**src/rtl/lookup_scan_ctrl.sv**
```systemverilog
// Lookup sequencing controller: holds a DEPTH-entry element table and scans it one entry
// per cycle for the best match. Optional macro LOOKUP_EARLY_EXIT_EN stops on the first match.
module lookup_scan_ctrl #(
    parameter int DEPTH  = 16,
    parameter int ADDR_W = 4
) (
    input  logic              clk,
    input  logic              rst,
    input  logic              wr_en,
    output logic              wr_ready,
    input  logic [ADDR_W-1:0] wr_addr,
    input  logic [7:0]        wr_index,
    input  logic [7:0]        wr_value,
    input  logic [7:0]        wr_rank,
    input  logic [7:0]        wr_metadata,
    input  logic              wr_isMetadata,
    input  logic              req_valid,
    output logic              req_ready,
    input  logic [7:0]        req_index,
    input  logic [7:0]        req_low,
    input  logic [7:0]        req_high,
    output logic              resp_valid,
    input  logic              resp_ready,
    output logic              resp_found,
    output logic [7:0]        resp_value,
    output logic [7:0]        resp_context,
    output logic [ADDR_W-1:0] resp_addr
);

    // state | meaning
    // IDLE  | waiting for a request; table writable
    // SCAN  | evaluating entry scan_addr each cycle; table write-protected
    // DONE  | response presented from best-match register; table writable
    typedef enum logic [1:0] {
        ST_IDLE = 2'd0,
        ST_SCAN = 2'd1,
        ST_DONE = 2'd2
    } state_t;

    localparam logic [ADDR_W-1:0] LAST_ADDR = ADDR_W'(DEPTH - 1);

    state_t            state_q, state_d;
    logic [ADDR_W-1:0] scan_addr_q, scan_addr_d;
    logic [7:0]        key_index_q, key_index_d;
    logic [7:0]        key_low_q, key_low_d;
    logic [7:0]        key_high_q, key_high_d;
    logic              best_found_q, best_found_d;
    logic [ADDR_W-1:0] best_addr_q, best_addr_d;
    logic [7:0]        best_value_q, best_value_d;
    logic [7:0]        best_rank_q, best_rank_d;
    logic              resp_valid_q, resp_valid_d;

    logic [7:0] tbl_index_q [DEPTH];
    logic [7:0] tbl_index_d [DEPTH];
    logic [7:0] tbl_value_q [DEPTH];
    logic [7:0] tbl_value_d [DEPTH];
    logic [7:0] tbl_rank_q  [DEPTH];
    logic [7:0] tbl_rank_d  [DEPTH];
    logic [7:0] tbl_meta_q  [DEPTH];
    logic [7:0] tbl_meta_d  [DEPTH];
    logic       tbl_ismeta_q [DEPTH];
    logic       tbl_ismeta_d [DEPTH];

    logic       entry_match;
    logic       wr_accept;

    assign wr_ready     = (state_q != ST_SCAN);
    assign req_ready    = (state_q == ST_IDLE);
    assign resp_valid   = resp_valid_q;
    assign resp_found   = best_found_q;
    assign resp_value   = best_value_q;
    assign resp_context = best_rank_q;
    assign resp_addr    = best_addr_q;

    assign wr_accept = wr_en & wr_ready;

    // An inverted bound (low > high) can never satisfy both compares, so no special case.
    assign entry_match = tbl_ismeta_q[scan_addr_q]
                       & (tbl_index_q[scan_addr_q] == key_index_q)
                       & (tbl_meta_q[scan_addr_q] >= key_low_q)
                       & (tbl_meta_q[scan_addr_q] <= key_high_q);

    always_comb begin
        state_d      = state_q;
        scan_addr_d  = scan_addr_q;
        key_index_d  = key_index_q;
        key_low_d    = key_low_q;
        key_high_d   = key_high_q;
        best_found_d = best_found_q;
        best_addr_d  = best_addr_q;
        best_value_d = best_value_q;
        best_rank_d  = best_rank_q;
        resp_valid_d = resp_valid_q;
        tbl_index_d  = tbl_index_q;
        tbl_value_d  = tbl_value_q;
        tbl_rank_d   = tbl_rank_q;
        tbl_meta_d   = tbl_meta_q;
        tbl_ismeta_d = tbl_ismeta_q;

        if (wr_accept) begin
            tbl_index_d[wr_addr]  = wr_index;
            tbl_value_d[wr_addr]  = wr_value;
            tbl_rank_d[wr_addr]   = wr_rank;
            tbl_meta_d[wr_addr]   = wr_metadata;
            tbl_ismeta_d[wr_addr] = wr_isMetadata;
        end

        case (state_q)
            ST_IDLE: begin
                if (req_valid) begin
                    key_index_d  = req_index;
                    key_low_d    = req_low;
                    key_high_d   = req_high;
                    best_found_d = 1'b0;
                    best_addr_d  = '0;
                    best_value_d = 8'd0;
                    best_rank_d  = 8'd0;
                    scan_addr_d  = '0;
                    state_d      = ST_SCAN;
                end
            end
            ST_SCAN: begin
`ifdef LOOKUP_EARLY_EXIT_EN
                if (entry_match) begin
                    best_found_d = 1'b1;
                    best_addr_d  = scan_addr_q;
                    best_value_d = tbl_value_q[scan_addr_q];
                    best_rank_d  = tbl_rank_q[scan_addr_q];
                end
                if (entry_match || (scan_addr_q == LAST_ADDR)) begin
                    state_d      = ST_DONE;
                    resp_valid_d = 1'b1;
                end else begin
                    scan_addr_d = scan_addr_q + 1'b1;
                end
`else
                // Strict greater-than keeps the lower address on a rank tie.
                if (entry_match && (!best_found_q || (tbl_rank_q[scan_addr_q] > best_rank_q))) begin
                    best_found_d = 1'b1;
                    best_addr_d  = scan_addr_q;
                    best_value_d = tbl_value_q[scan_addr_q];
                    best_rank_d  = tbl_rank_q[scan_addr_q];
                end
                if (scan_addr_q == LAST_ADDR) begin
                    state_d      = ST_DONE;
                    resp_valid_d = 1'b1;
                end else begin
                    scan_addr_d = scan_addr_q + 1'b1;
                end
`endif
            end
            ST_DONE: begin
                if (resp_ready) begin
                    state_d      = ST_IDLE;
                    resp_valid_d = 1'b0;
                end
            end
            default: begin
                state_d      = ST_IDLE;
                resp_valid_d = 1'b0;
            end
        endcase
    end

    always_ff @(posedge clk) begin
        if (rst) begin
            state_q      <= ST_IDLE;
            scan_addr_q  <= '0;
            key_index_q  <= 8'd0;
            key_low_q    <= 8'd0;
            key_high_q   <= 8'd0;
            best_found_q <= 1'b0;
            best_addr_q  <= '0;
            best_value_q <= 8'd0;
            best_rank_q  <= 8'd0;
            resp_valid_q <= 1'b0;
            for (int i = 0; i < DEPTH; i++) begin
                tbl_index_q[i]  <= 8'd0;
                tbl_value_q[i]  <= 8'd0;
                tbl_rank_q[i]   <= 8'd0;
                tbl_meta_q[i]   <= 8'd0;
                tbl_ismeta_q[i] <= 1'b0;
            end
        end else begin
            state_q      <= state_d;
            scan_addr_q  <= scan_addr_d;
            key_index_q  <= key_index_d;
            key_low_q    <= key_low_d;
            key_high_q   <= key_high_d;
            best_found_q <= best_found_d;
            best_addr_q  <= best_addr_d;
            best_value_q <= best_value_d;
            best_rank_q  <= best_rank_d;
            resp_valid_q <= resp_valid_d;
            tbl_index_q  <= tbl_index_d;
            tbl_value_q  <= tbl_value_d;
            tbl_rank_q   <= tbl_rank_d;
            tbl_meta_q   <= tbl_meta_d;
            tbl_ismeta_q <= tbl_ismeta_d;
        end
    end

endmodule

```
**config.mk**
```make
export PLATFORM = sky130hd
export DESIGN_NAME = lookup_scan_ctrl
export DESIGN_NICKNAME = d
export VERILOG_FILES = /design/src/rtl/lookup_scan_ctrl.sv
export SDC_FILE = /design/constraint.sdc
export NUM_CORES = 1
export LEC_CHECK = 0
export CAP_MARGIN = 20
export CORE_MARGIN = 3
export CORE_UTILIZATION = 55
export CTS_BUF_LIST = sky130_fd_sc_hd__clkbuf_4 sky130_fd_sc_hd__clkbuf_8 sky130_fd_sc_hd__clkbuf_16
export DETAILED_ROUTE_END_ITERATION = 7
export PLACE_DENSITY_LB_ADDON = 0.3
export SYNTH_ARGS = -nofsm -noshare
export SYNTH_HDL_FRONTEND = slang
export SYNTH_SLANG_ARGS = --single-unit
```
**constraint.sdc**
```tcl
create_clock -name clk -period 4.3 [get_ports clk]
set_input_delay 0.645 -clock clk [delete_from_list [all_inputs] [get_ports clk]]
set_output_delay 0.645 -clock clk [all_outputs]
set_load 0.01 [all_outputs]
```
# ---- After elaboration in Yosys (flattened, before gate mapping)
# Index checks and enable logic that the tools add are counted.
dict set report word_totals {
  reg_bits 580
  input_bits 66
  out_inout_bits 24
  wordCells 169
}
dict set report op_classes {
  addsub 1
  n_lt_le_gt_ge 6
  eq_ne 10
  mux 44
  bitwise 7
  n_reduce_logical 11
}
# op n
set op_table {}
lappend op_table {{128-bit bitwise mux} 4}
lappend op_table {{8-bit binary-select mux with 4-bit select} 4}
lappend op_table {{8-bit two-way mux} 12}
lappend op_table {{8-bit demux with 4-bit select} 1}
lappend op_table {{8-bit case mux with 2 select lines} 2}
lappend op_table {{16-bit bitwise mux} 1}
lappend op_table {{4-bit case mux with 2 select lines} 2}
lappend op_table {{4-bit two-way mux} 3}
lappend op_table {{3-bit AND reduction} 4}
lappend op_table {{5-bit greater-or-equal comparator, second input constant} 2}
lappend op_table {{2-bit inequality test, second input constant} 5}
lappend op_table {{4-bit NOT with 5-bit output} 2}
lappend op_table {{8-bit == test} 1}
lappend op_table {{8-bit greater-or-equal comparator} 1}
lappend op_table {{8-bit greater-than comparator} 1}
lappend op_table {{8-bit less-or-equal comparator} 1}
lappend op_table {{1-bit two-way mux} 7}
lappend op_table {{2-bit two-way mux} 3}
lappend op_table {{2-bit case mux with 3 select lines} 1}
lappend op_table {{5-bit by 1-bit < comparator with 1-bit output, second input constant} 1}
lappend op_table {{4-bit by 1-bit adder with 4-bit output, second input constant} 1}
lappend op_table {{1-bit bitwise AND} 4}
lappend op_table {{1-bit binary-select mux with 4-bit select} 1}
lappend op_table {{1-bit demux with 4-bit select} 1}
lappend op_table {{other kinds (13)} 14}

# ---- Longest topological paths before layout
dict set report logic_depth {
  word_depth 11
  ltp_mapped 18
  ltp_nobuf 11
}

# ---- Worst setup path after synthesis
# Ideal clock, no wire load.
dict set report synth_path {
  path_type {register -> register}
  start {register scan_addr_q[0]}
  end {register best_rank_q[0] (netlist: resp_context[0])}
  setup_ns 0.072
  t_arrival_ns 4.212
  required_ns 4.228
  path_slack_ns 0.017
  path_stages_with_launch 19
  path_buffers 8
  period_less_slack_ns 4.283
  cell_sequence {dfxtp_1 > buf_6 > buf_6 > buf_6 > buf_6 > buf_6 > buf_2 > mux4_2 > mux4_2 > ha_1 > nor2b_1 > o21a_1 > o21ai_0 > a21oi_1 > a2111oi_0 > and4_1 > buf_6 > buf_12 > mux2i_1}
}
dict set report synth_via {
  elab_chain_len 11
  elab_cells_between_ends 26
  classes_between {order compare (3); eq/ne (2); mux (14); bitwise (4); reduce/logical (3)}
}
# item line
set synth_rtl {}
lappend synth_rtl {{start: declaration} 43} ;# logic [ADDR_W-1:0] scan_addr_q, scan_addr_d;
lappend synth_rtl {{start signal: assignment} 186} ;# scan_addr_q <= scan_addr_d;
lappend synth_rtl {{4-bit NOT with 5-bit output (not written as such) (*)} --}
lappend synth_rtl {{parallel branches: the longest is 10 deep, another holds 8-bit greater-or-equal comparator} --}
lappend synth_rtl {{end signal: assignment} 193} ;# best_rank_q <= best_rank_d;
lappend synth_rtl {{end: declaration} 50} ;# logic [7:0] best_rank_q, best_rank_d;
# Mark *: on every way between the ends. The select of a mux whose other input is x is not followed.
# A chain may end at the register's enable or synchronous reset.

# ---- Final worst setup path
dict set report layout_path {
  start {register scan_addr_q[0]}
  end {register best_value_q[4] (netlist: resp_value[4])}
}
dict set report layout_via {
  elab_chain_len 11
  elab_cells_between_ends 29
  classes_between {order compare (3); eq/ne (2); mux (17); bitwise (4); reduce/logical (3)}
}
# item line
set layout_rtl {}
lappend layout_rtl {{4-bit NOT with 5-bit output (not written as such) (*)} --}
lappend layout_rtl {{parallel branches: the longest is 10 deep, another holds 8-bit greater-or-equal comparator} --}
lappend layout_rtl {{end signal: assignment} 192} ;# best_value_q <= best_value_d;
lappend layout_rtl {{end: declaration} 49} ;# logic [7:0] best_value_q, best_value_d;
# Marked as above.

==> flow_summary.yaml <==
run_status:
  status: "finished clean"
drt:
  initialDrtViolationCount: 2772
  ant_nets: 0
  routed_wl_um: 81000
  drc_errors: 0
  vias: 21768
  first_pass_iters: 6
  viasPerCell: 6.18
  wl_per_cell_um: 23.0
yosys:
  syn_nets: 3038
  synth.most_common_cell: "nand2_1"
  synth-edff-count: 0
  synth-seq-cells: 580
  synthesis.area_um2: 25000
  syn_inst: 2947
  yosys.area.top_type_share_pct: 46.4
  synth_common_cells: "nand2_1, dfxtp_1, a21oi_1, clkbuf_1, mux4_2"
  yosys_most_used_dff: "dfxtp_1"
  avgSynthCellArea_um2: 8.50
  synth_warnings: 0
  yosys.cell_types.count: 40
  ys_seq_area_share_pct: 46.4
  async_flop_share_pct: 0
  yosysTopAreaCell: "dfxtp_1"
  synthTopCellsByArea: "dfxtp_1, nand2_1, mux4_2"
flow_run:
  cap_violations: 0
cells_and_area:
  layout.nets: 2974
  final_layout_size_suffix_gt1_share_pct: 12.1
  num-fill-cells: 3640
  area_growth_pct: 13.0
clocking:
  cts_htree_levels: 2
  ctsLongestPathBuffers: 3
  cts-root-buf: "clkbuf_16"
  holdBufCountCts: 0
  cts_tree: "built"
  clk_latency_ps: 630
  cts-resized-gates: 0
  clkTransAtPathRegs_ps: 70
  cts_sinks: 580
  numCtsBuffers: 58
sta:
  skew_ps: 26.8
  finalCritPeriodShare_pct: 93.5
  fmax_mhz: 249
  grt_setup_unrepaired: "no"
  worstMarginPinSlew_ps: 1140
  fin_crit_ps: 4020
  finalSetupTns_ps: 0
  setup_viol: 0
  slew_viol_final: 0
  hold_viol: 0
  relSlewSlack_pct: 24.0
global_routing:
  grt_pass1_wl_um: 123000
  grt_util_all_layers_pct: 33.5
  grt_max_degree: 143
  overflow: 0
  antenna_found_initial: 0
  grt_pass1_vias: 21340
critical_path:
  crit_path_max_fanout: 21
  cp-end-kind: "register"
  worstPathArrival_ps: 4580
  critPathKind: "reg -> reg"
  startpoint_type: "register"
  cp.required_ps: 4860
power:
  ir_drop_v: 0.000394
  p_per_area_nw_per_um2: 404
  power_mw: 11.4
  power_leakage_nw: 9.09
floorplan:
  die_x_um: 219
  ioPinCount: 90
  start_util_pct: 56.2
  fp-row-count: 77
  die_h_um: 219
  coreArea_um2: 44600
  die-area_um2: 48100
placed_design:
  dp_hpwl_um: 46500
  portBuffers: 89
  gp_congestion: 0.919
worst_hold_path:
  hold_class: "reg -> reg"
[per-layer routing]
metal | track usage, % | wire length (um) | share of wire, %
met1 | 41.8 | 29600 | 37
met2 | 55.6 | 38400 | 47
met3 | 5.80 | 8310 | 10
met4 | 18.0 | 4610 | 5.7
met5 | 0 | 0 | 0
[placed cells by master, fill, tap and decap left out, types with 5 or more instances in the layout]
cell / instances
clkinv_2: 9
nand2_1: 1165
nor2b_1: 7
mux2i_1: 38
inv_1: 25
xor2_1: 12
clkbuf_4: 15
nor2_1: 11
mux4_2: 144
nor2_4: 10
nand4_1: 8
clkbuf_16: 59
nor3_1: 5
ha_1: 25
clkdlybuf4s50_1: 88
buf_4: 56
buf_12: 15
clkbuf_8: 15
o21ai_0: 7
a21oi_1: 563
dfxtp_1: 576
mux4_1: 10
[repair_timing]
| item | in CTS | in global routing |
|---|---|---|
| endpoints found under the hold margin | 0 | 0 |
| setup endpoints to repair | 0 | 20 |
| buffers inserted | 0 | 4 |
[final timing paths]
check                        from         endpoint  slack, ps  cells after the start
setup / recovery   scan_addr_q[0]    resp_value[4]        280                     15
hold reg to reg   tbl_value_q[78]  tbl_value_q[78]        450                      2
setup reg to reg   scan_addr_q[0]    resp_value[4]        280                     15
hold / removal    tbl_value_q[78]  tbl_value_q[78]        450                      2
[flip-flops by register name (all words and copies together), names as in the netlist]
| signal | count |
|---|---|
| resp_context | 8 |
| resp_found | 1 |
| resp_addr | 4 |
| state_q | 2 |
| tbl_value_q | 128 |
| key_low_q | 8 |
| resp_value | 8 |
| key_high_q | 8 |
| key_index_q | 8 |
| resp_valid | 1 |
| tbl_rank_q | 128 |
| tbl_ismeta_q | 16 |
| tbl_index_q | 128 |
| scan_addr_q | 4 |
| tbl_meta_q | 128 |
[kinds of logic (layout without fill, tap and decap cells)]
kind of cell	Yosys count	count (layout)	synth area share (%)
buffers and inverters	309	290	5.27
xor gates and xnor gates	16	16	0.559
muxes	195	195	15.7
DFF	580	580	46.4
AOI/OAI and AO/OA	585	585	11.9
and+or+nand+nor	1237	1237	19.0
adders and majority gates	25	25	1.25
other	0	2	0
[power breakdown]
| group | switching, mW | total [mW] | internal, mW |
|---|---|---|---|
| Combinational | 0.453 | 0.693 | 0.240 |
| Clock | 2.16 | 5.26 | 3.10 |
| Sequential | 0.0463 | 5.49 | 5.44 |
[final cells by class]
cell class	instances	area [um2]	share of cell area, %
well taps	592	741	2.62
clock buffers	89	1800	6.34
diodes	2	5.00	0.0177
clock inverters	16	189	0.667
multi-input cells	2058	12200	43.3
inverters	25	93.8	0.331
repair buffers	160	1620	5.71
flip-flops and latches	580	11600	41.1
[per-stage QoR]
step	hold WS, ps	area (um2)	setup slack (ps)	std cells	utilization, %
after floorplan	432	25000	16.9	2947	-
after global placement	437	26300	178	3411	58.9
after detailed placement	443	26300	135	3411	58.9
after CTS	451	28300	118	3516	63.4
after global routing	467	28300	53.9	3520	63.5
final	451	28300	278	3522	63.5
[worst max-delay path, stage by stage, from the launching register on]
cell,delay (ps)
dfxtp_4,410
buf_4,180
buf_12,160
mux4_2,500
mux4_2,540
inv_1,130
ha_1,120
nand2b_1,90
a21o_1,110
a211o_1,130
o2111ai_1,110
a2111oi_0,550
buf_4,210
and4_1,260
buf_12,210
mux2i_1,210
(Power assumes the default switching activity.)
